[src/rtl/serial_load_pkg.sv]
// serial_load_pkg
// Shared definitions for the serial-to-parallel latch loader.
//   state_t               : controller FSM states
//   SLC_WIDTH_DEFAULT     : default number of data bits per load
//   SLC_EN_CYCLES_DEFAULT : default enable strobe length in clocks
package serial_load_pkg;

    typedef enum logic [1:0] {
        IDLE   = 2'd0,
        SHIFT  = 2'd1,
        STROBE = 2'd2,
        DONE   = 2'd3
    } state_t;

    localparam int SLC_WIDTH_DEFAULT     = 8;
    localparam int SLC_EN_CYCLES_DEFAULT = 2;

endpackage

[src/rtl/serial_load_ctrl.sv]
// serial_load_ctrl
// Collects a serial word (MSB first) and presents it to a downstream
// D-latch bank, then pulses the latch enable for EN_CYCLES clocks.
//
// Parameters:
//   WIDTH      : data bits per load
//   EN_CYCLES  : enable strobe length in clocks (1..15)
// Ports:
//   clk        : clock, all state changes on the rising edge
//   rst        : synchronous active-high reset
//   start      : begin a new load (honoured in IDLE only)
//   sdin       : serial data bit, MSB first
//   sdin_valid : qualifies sdin (honoured in SHIFT only)
//   D          : registered parallel word for the latch bank
//   En         : registered latch enable strobe
//   busy       : high whenever the controller is not idle
//   done       : one-clock pulse after the strobe finishes
//   err        : parity error flag (only with SERIAL_LOAD_PARITY_EN)
//
// Build option:
//   SERIAL_LOAD_PARITY_EN : an even-parity bit follows the data bits; a
//   mismatch skips the strobe, pulses done and raises err until the next
//   accepted start.
module serial_load_ctrl
    import serial_load_pkg::*;
#(
    parameter int WIDTH     = SLC_WIDTH_DEFAULT,
    parameter int EN_CYCLES = SLC_EN_CYCLES_DEFAULT
) (
    input  logic             clk,
    input  logic             rst,
    input  logic             start,
    input  logic             sdin,
    input  logic             sdin_valid,
    output logic [WIDTH-1:0] D,
    output logic             En,
    output logic             busy,
    output logic             done
`ifdef SERIAL_LOAD_PARITY_EN
    ,
    output logic             err
`endif
);

    localparam int               CNT_W       = $clog2(WIDTH + 1);
    localparam logic [CNT_W-1:0] LAST_BIT    = CNT_W'(WIDTH - 1);
    localparam logic [3:0]       STROBE_LAST = 4'(EN_CYCLES - 1);
`ifdef SERIAL_LOAD_PARITY_EN
    localparam logic [CNT_W-1:0] DATA_DONE   = CNT_W'(WIDTH);
`endif

    state_t           state_q;
    logic [WIDTH-1:0] shiftReg_q;
    logic [WIDTH-1:0] shiftReg_d;
    logic [CNT_W-1:0] bitCnt_q;
    logic [3:0]       strobeCnt_q;
    logic [WIDTH-1:0] data_q;
    logic             en_q;
    logic             busy_q;
    logic             done_q;
`ifdef SERIAL_LOAD_PARITY_EN
    logic             err_q;
    logic             parityOk;
`endif

    // The shift register fills from the LSB, so after WIDTH bits the
    // first (most significant) bit has walked up to the top.
    assign shiftReg_d = (shiftReg_q << 1) | WIDTH'(sdin);

`ifdef SERIAL_LOAD_PARITY_EN
    // Even parity: data bits plus the parity bit must XOR to zero.
    assign parityOk = ~(^shiftReg_q ^ sdin);
`endif

    // Single FSM block: every output is a register updated alongside the
    // state, so En rises on the same edge that consumes the final bit and
    // D is only ever written on that edge.
    always_ff @(posedge clk) begin
        if (rst) begin
            state_q     <= IDLE;
            shiftReg_q  <= '0;
            bitCnt_q    <= '0;
            strobeCnt_q <= '0;
            data_q      <= '0;
            en_q        <= 1'b0;
            busy_q      <= 1'b0;
            done_q      <= 1'b0;
`ifdef SERIAL_LOAD_PARITY_EN
            err_q       <= 1'b0;
`endif
        end else begin
            case (state_q)
                IDLE: begin
                    if (start) begin
                        state_q  <= SHIFT;
                        bitCnt_q <= '0;
                        busy_q   <= 1'b1;
`ifdef SERIAL_LOAD_PARITY_EN
                        err_q    <= 1'b0;
`endif
                    end
                end

                SHIFT: begin
                    if (sdin_valid) begin
`ifdef SERIAL_LOAD_PARITY_EN
                        // Counter parks at WIDTH while the parity bit is
                        // awaited; it never needs to count past that.
                        if (bitCnt_q == DATA_DONE) begin
                            if (parityOk) begin
                                state_q     <= STROBE;
                                data_q      <= shiftReg_q;
                                en_q        <= 1'b1;
                                strobeCnt_q <= '0;
                            end else begin
                                state_q <= DONE;
                                done_q  <= 1'b1;
                                err_q   <= 1'b1;
                            end
                        end else begin
                            shiftReg_q <= shiftReg_d;
                            bitCnt_q   <= bitCnt_q + 1'b1;
                        end
`else
                        shiftReg_q <= shiftReg_d;
                        bitCnt_q   <= bitCnt_q + 1'b1;
                        if (bitCnt_q == LAST_BIT) begin
                            state_q     <= STROBE;
                            data_q      <= shiftReg_d;
                            en_q        <= 1'b1;
                            strobeCnt_q <= '0;
                        end
`endif
                    end
                end

                STROBE: begin
                    if (strobeCnt_q == STROBE_LAST) begin
                        state_q     <= DONE;
                        en_q        <= 1'b0;
                        done_q      <= 1'b1;
                        strobeCnt_q <= '0;
                    end else begin
                        strobeCnt_q <= strobeCnt_q + 4'd1;
                    end
                end

                DONE: begin
                    state_q <= IDLE;
                    done_q  <= 1'b0;
                    busy_q  <= 1'b0;
                end

                default: begin
                    state_q <= IDLE;
                end
            endcase
        end
    end

    assign D    = data_q;
    assign En   = en_q;
    assign busy = busy_q;
    assign done = done_q;
`ifdef SERIAL_LOAD_PARITY_EN
    assign err  = err_q;
`endif

endmodule

[config.mk]
export PLATFORM = sky130hd
export DESIGN_NAME = serial_load_ctrl
export DESIGN_NICKNAME = d
export VERILOG_FILES = /design/src/rtl/serial_load_pkg.sv /design/src/rtl/serial_load_ctrl.sv
export SDC_FILE = /design/constraint.sdc
export NUM_CORES = 1
export LEC_CHECK = 0
export ABC_AREA = 0
export CAP_MARGIN = 20
export CORE_ASPECT_RATIO = 0.9
export CORE_MARGIN = 3
export CORE_UTILIZATION = 50
export DETAILED_ROUTE_END_ITERATION = 7
export GPL_TIMING_DRIVEN = 0
export HOLD_SLACK_MARGIN = 0.1
export PLACE_DENSITY = 0.78
export REMOVE_ABC_BUFFERS = 1
export SLEW_MARGIN = 10
export SYNTH_ARGS = -nofsm -noshare
export SYNTH_HDL_FRONTEND = slang
export SYNTH_SLANG_ARGS = --single-unit
[constraint.sdc]
create_clock -name clk -period 2.48 [get_ports clk]
set_input_delay 0.248 -clock clk [delete_from_list [all_inputs] [get_ports clk]]
set_output_delay 0.248 -clock clk [all_outputs]
set_load 0.02 [all_outputs]
# [After elaboration in Yosys (flattened, before gate mapping)]
# Cells that the tools add are included.
[word_totals] register_bits=28 out_inout_bits=11 word_cells=53
[op_classes] add_sub_neg=2 eq_ne=9 mux=20 bitwise_logic=1 n_reduce_logical=13
[op_table] cell="$mux W4" n=5
[op_table] cell="$pmux W4 S2" n=2
[op_table] cell="$reduce_and A3 Y1" n=3
[op_table] cell="$add A4 B1 Y4 const B" n=2
[op_table] cell="$mux W2" n=4
[op_table] cell="$ne A2 B2 Y1 const B" n=4
[op_table] cell="$or A8 B1 Y8" n=1
[op_table] cell="$pmux W2 S4" n=1
[op_table] cell="$reduce_and A4 Y1" n=2
[op_table] cell="$reduce_bool A2 Y1" n=4
[op_table] cell="$pmux W1 S2" n=3
[op_table] cell="$reduce_and A2 Y1" n=3
[op_table] cell="$mux W1" n=5
[op_table] cell="$eq A2 B2 Y1 const B" n=2
[op_table] cell="$eq A4 B1 Y1 const B" n=1
[op_table] cell="$eq A4 B3 Y1 const B" n=1
[op_table] cell="$eq A2 B1 Y1 const B" n=1
[op_table] cell="$logic_not A2 Y1" n=1

# [Longest topological paths before layout]
[depth] word_depth=4 mapped_depth=7

# [Least setup slack after synthesis]
# OpenSTA, ideal clock, no wires.
[synth_path] kind="flip-flop to flip-flop" start="reg state_q[1]" end="reg state_q[1]" arrival_ns=1.446 required_time_ns=2.364 slack_ns=0.918 stages_incl_launch_ff=8 n_path_buf=1 synth_period_minus_slack_ns=1.562 path_cell_list="dfxtp_1 -> inv_1 -> ha_1 -> buf_4 -> nor2b_1 -> a211oi_2 -> a211oi_1 -> a41o_1"
[synth_between] elab_chain_cells=3 elab_cells_between_ends=10
[synth_lines] item="start, declared" line="serial_load_ctrl.sv:52" source="state_t state_q;"
[synth_lines] item="start signal, assigned" line="serial_load_ctrl.sv:80" source="state_q <= IDLE;"
[synth_lines] item="start signal, assigned" line="serial_load_ctrl.sv:95" source="state_q <= SHIFT;"
[synth_lines] item="start signal, assigned" line="serial_load_ctrl.sv:128" source="state_q <= STROBE;"
[synth_lines] item="$eq A2 B2 Y1 (tied with other cells)" line="serial_load_ctrl.sv:92" source="case (state_q)"
[synth_lines] item="$ne A2 B2 Y1 (no source line)"
[synth_lines] item="$reduce_and A4 Y1 (no source line)"
# Parallel ways exist; a longest one is shown, timed or not.
# A chain may end at the register's enable or synchronous reset.

# [Worst setup path in the final report]
# Same ends and word-level chain as after synthesis.

==> results_dict.tcl <==
set metrics [dict create \
    min_path_type "register to register" \
    drive_above_1_share_pct 4.07 \
    yosys-top-cells-area "dfxtp_1 42%, a21oi_1 8.2%, nand2_1 7.3%, nand3_1 6.7%, ha_1 6.5%" \
    timing.max_cap.violations 0 \
    end_kind "register" \
    grt_max_degree 29 \
    cts_buffer_depth 2 \
    synth_xor_area_share_pct 1.31 \
    path_delay_family "adder cells" \
    cts_root_buf "clkbuf_4" \
    cp-startpoint "state_q[1]$_SDFFE_PP0P_" \
    irDropWorstVdd_uv 449 \
    antenna_found_initial 0 \
    grt_pass1_vias 985 \
    fp.coreArea_um2 2510 \
    rr_endpoint "state_q[1]$_SDFFE_PP0P_" \
    max_freq_mhz 450 \
    synthTopCellsByCount "28 x dfxtp_1, 26 x nand2_1, 22 x a21oi_1" \
    timing.slew.headroom_pct 36.3 \
    path_clk_slew_ps 140 \
    synth-edff-count 0 \
    worstPathRequired_ps 2760 \
    cts_made_buffers 3 \
    grt_pass1_wl_um 4270 \
    synth.top_cell.area_share_pct 41.9 \
    area_delta_synth_final_pct 12.5 \
    timing.final.hold_violations 0 \
    clkSinkCount 28 \
    start_util_pct 53.3 \
    synthMuxAreaShare_pct 1.78 \
    crit_chain "inv_1, ha_1, nor2b_1, a211oi_2, a211oi_1, a41o_1" \
    routabilityCongestion 0.816 \
    cts_tree "yes" \
    max_slew.worst_pin.slew_ps 955 \
    dieArea_um2 3330 \
    synth.avg_cell_area_um2 8.21 \
    fin_worst_skew_ps 1.62 \
    setup_violations 0 \
    grt_use_total_pct 17.2 \
    post-route-drc-count 0 \
    syn_area_um2 1340 \
    num_antenna_cells 0 \
    synth_compound_area_share_pct 16.1 \
    postLayoutCoreUtil_pct 60.0 \
    avgViaCountPerCell 5.84 \
    drt-pass1-iter-count 4 \
    power.density_nw_per_um2 667 \
    start_kind "register" \
    min_period_ps 2220 \
    rows 17 \
    postSynthCellCount 163 \
    finalMaxSlewViolations 0 \
    synthMostInstantiatedCell "dfxtp_1" \
    max_stage_delay_ps 800 \
    whs_ps 462 \
    async_flop_share_pct 0 \
    fin_tns_setup_ps 0 \
    via_count 1167 \
    die_w_um 60.5 \
    synth_fa_ha_area_share_pct 6.55 \
    ios 16 \
    p_leak_uw 0.000512 \
    ys.flop_type "dfxtp_1" \
    routed_wl_um 2640 \
    synth_area_leader_cell "dfxtp_1" \
    post-cts-setup-buffers 0 \
    synth_top_family_by_area "simple AND/OR/NAND/NOR gates" \
    reg2reg_from "state_q[1]$_SDFFE_PP0P_" \
    routedWlPerCell_um 13.2 \
    slowest_stage "ha_1" \
    r2r_slack_ps 260 \
    worst-path-buf-inv 1 \
    yosys.area_share.simple_pct 28.0 \
    crit_type "register to register" \
    fin_nets 186 \
    insertion_delay_ps 320 \
    timing.final.crit_share_pct 89.6 \
    fillers 234 \
    cp_max_fo 28 \
    synth-seq-cells 28 \
    ant_nets 0 \
    detail_route.iter0.violations 23 \
    numPortBuffers 15 \
    synth.distinct_cells 33 \
    arrival_ps 2500 \
    cts_resized 0 \
    status "finished, final reports clean" \
    min_path_cells 2 \
    r2r_cells 6 \
    rsz0062_at_grt "no" \
    yosysWarnings 0 \
    grt_overflow 0 \
    seq_area_frac_synth_pct 41.9 \
    cts_max_level 1 \
    place.detailed.hpwl_um 1860 \
    cts_hold_buf 0 \
    min_to "D[0]$_SDFFE_PP0P_" \
    die_height_um 55.1 \
    hp-start "D[0]$_SDFFE_PP0P_" \
]
through the flow:
step	area, um^2	setup WS (ps)	instances	total power, uW
final	1510	259	200	1000
after CTS	1510	245	200	1010
after global routing	1510	17.6	200	1060
after floorplan	1300	678	154	740
after detailed placement	1480	71.3	197	829
after global placement	1480	146	197	811
registers in the layout, indices dropped and copies added (netlist names):
name,count
strobeCnt_q,4
En,1
bitCnt_q,4
busy,1
state_q,2
shiftReg_q,7
done,1
D,8
worst reg2reg max path, delay by kind of cell (launching register included):
| family | cells | cell delay, ps |
|---|---|---|
| and+or+nand+nor | 1 | 340 |
| adders and majority gates | 1 | 800 |
| DFF | 1 | 360 |
| buffers and inverters | 1 | 110 |
| AOI/OAI and AO/OA | 3 | 570 |
power breakdown:
part / total (uW) / switching [uW] / internal, uW / leakage (uW)
clock: 185 / 128 / 57.0 / 0.0000138
sequential: 497 / 21.9 / 475 / 0.000226
combinational: 322 / 212 / 110 / 0.000272
routing by layer:
metal	vias up	GRT usage [%]	share of wire [%]
li1	588	-	-
met1	546	21.9	45
met2	29	29.9	49
met3	4	4.87	5.0
met4	0	2.17	0.95
met5	-	0	0
cell families (layout without fill, tap and decap cells):
family                   Yosys count  in the layout
buffers and inverters             14             23
adder cells (fa/ha/maj)            7              7
flip-flops                        28             28
XOR/XNOR                           2              2
multiplexers                       2              2
AND/OR/NAND/NOR                   74             74
AO/OA/AOI/OAI                     36             36
layout make-up:
class | count | area [um^2] | share of cell area, %
Multi-Input combinational cell | 121 | 718 | 47.7
Clock buffer | 3 | 22.5 | 1.50
Inverter | 5 | 18.8 | 1.25
Timing Repair Buffer | 15 | 150 | 9.98
Sequential cell | 28 | 561 | 37.2
Tap cell | 28 | 35.0 | 2.33
cell usage in the layout (no fill, tap or decap), types with 2 or more instances in the layout:
cell | synthesis | final
clkdlybuf4s50_1 | 0 | 15
nor3_1 | 2 | 2
or3_1 | 2 | 2
nor2_1 | 7 | 7
a31oi_1 | 2 | 2
nand2_1 | 26 | 26
nand3_1 | 18 | 18
a21oi_1 | 22 | 22
inv_1 | 5 | 5
dfxtp_1 | 28 | 28
nor3b_1 | 4 | 4
nand2b_1 | 3 | 3
clkbuf_4 | 0 | 3
o21ai_0 | 4 | 4
ha_1 | 7 | 7
nand3b_1 | 2 | 2
nor2b_1 | 5 | 5
a211oi_1 | 2 | 2
xnor2_1 | 2 | 2
how the worst max path moves through the flow:
stage	cells past startpoint	end
finish	6	state_q[1]$_SDFFE_PP0P_
global route	6	state_q[1]$_SDFFE_PP0P_
detailed placement	5	strobeCnt_q[1]$_SDFFE_PP0P_
floorplan	6	state_q[1]$_SDFFE_PP0P_
global placement	5	strobeCnt_q[1]$_SDFFE_PP0P_
CTS	6	state_q[1]$_SDFFE_PP0P_
No activity file was read; power rests on OpenSTA's default activity.
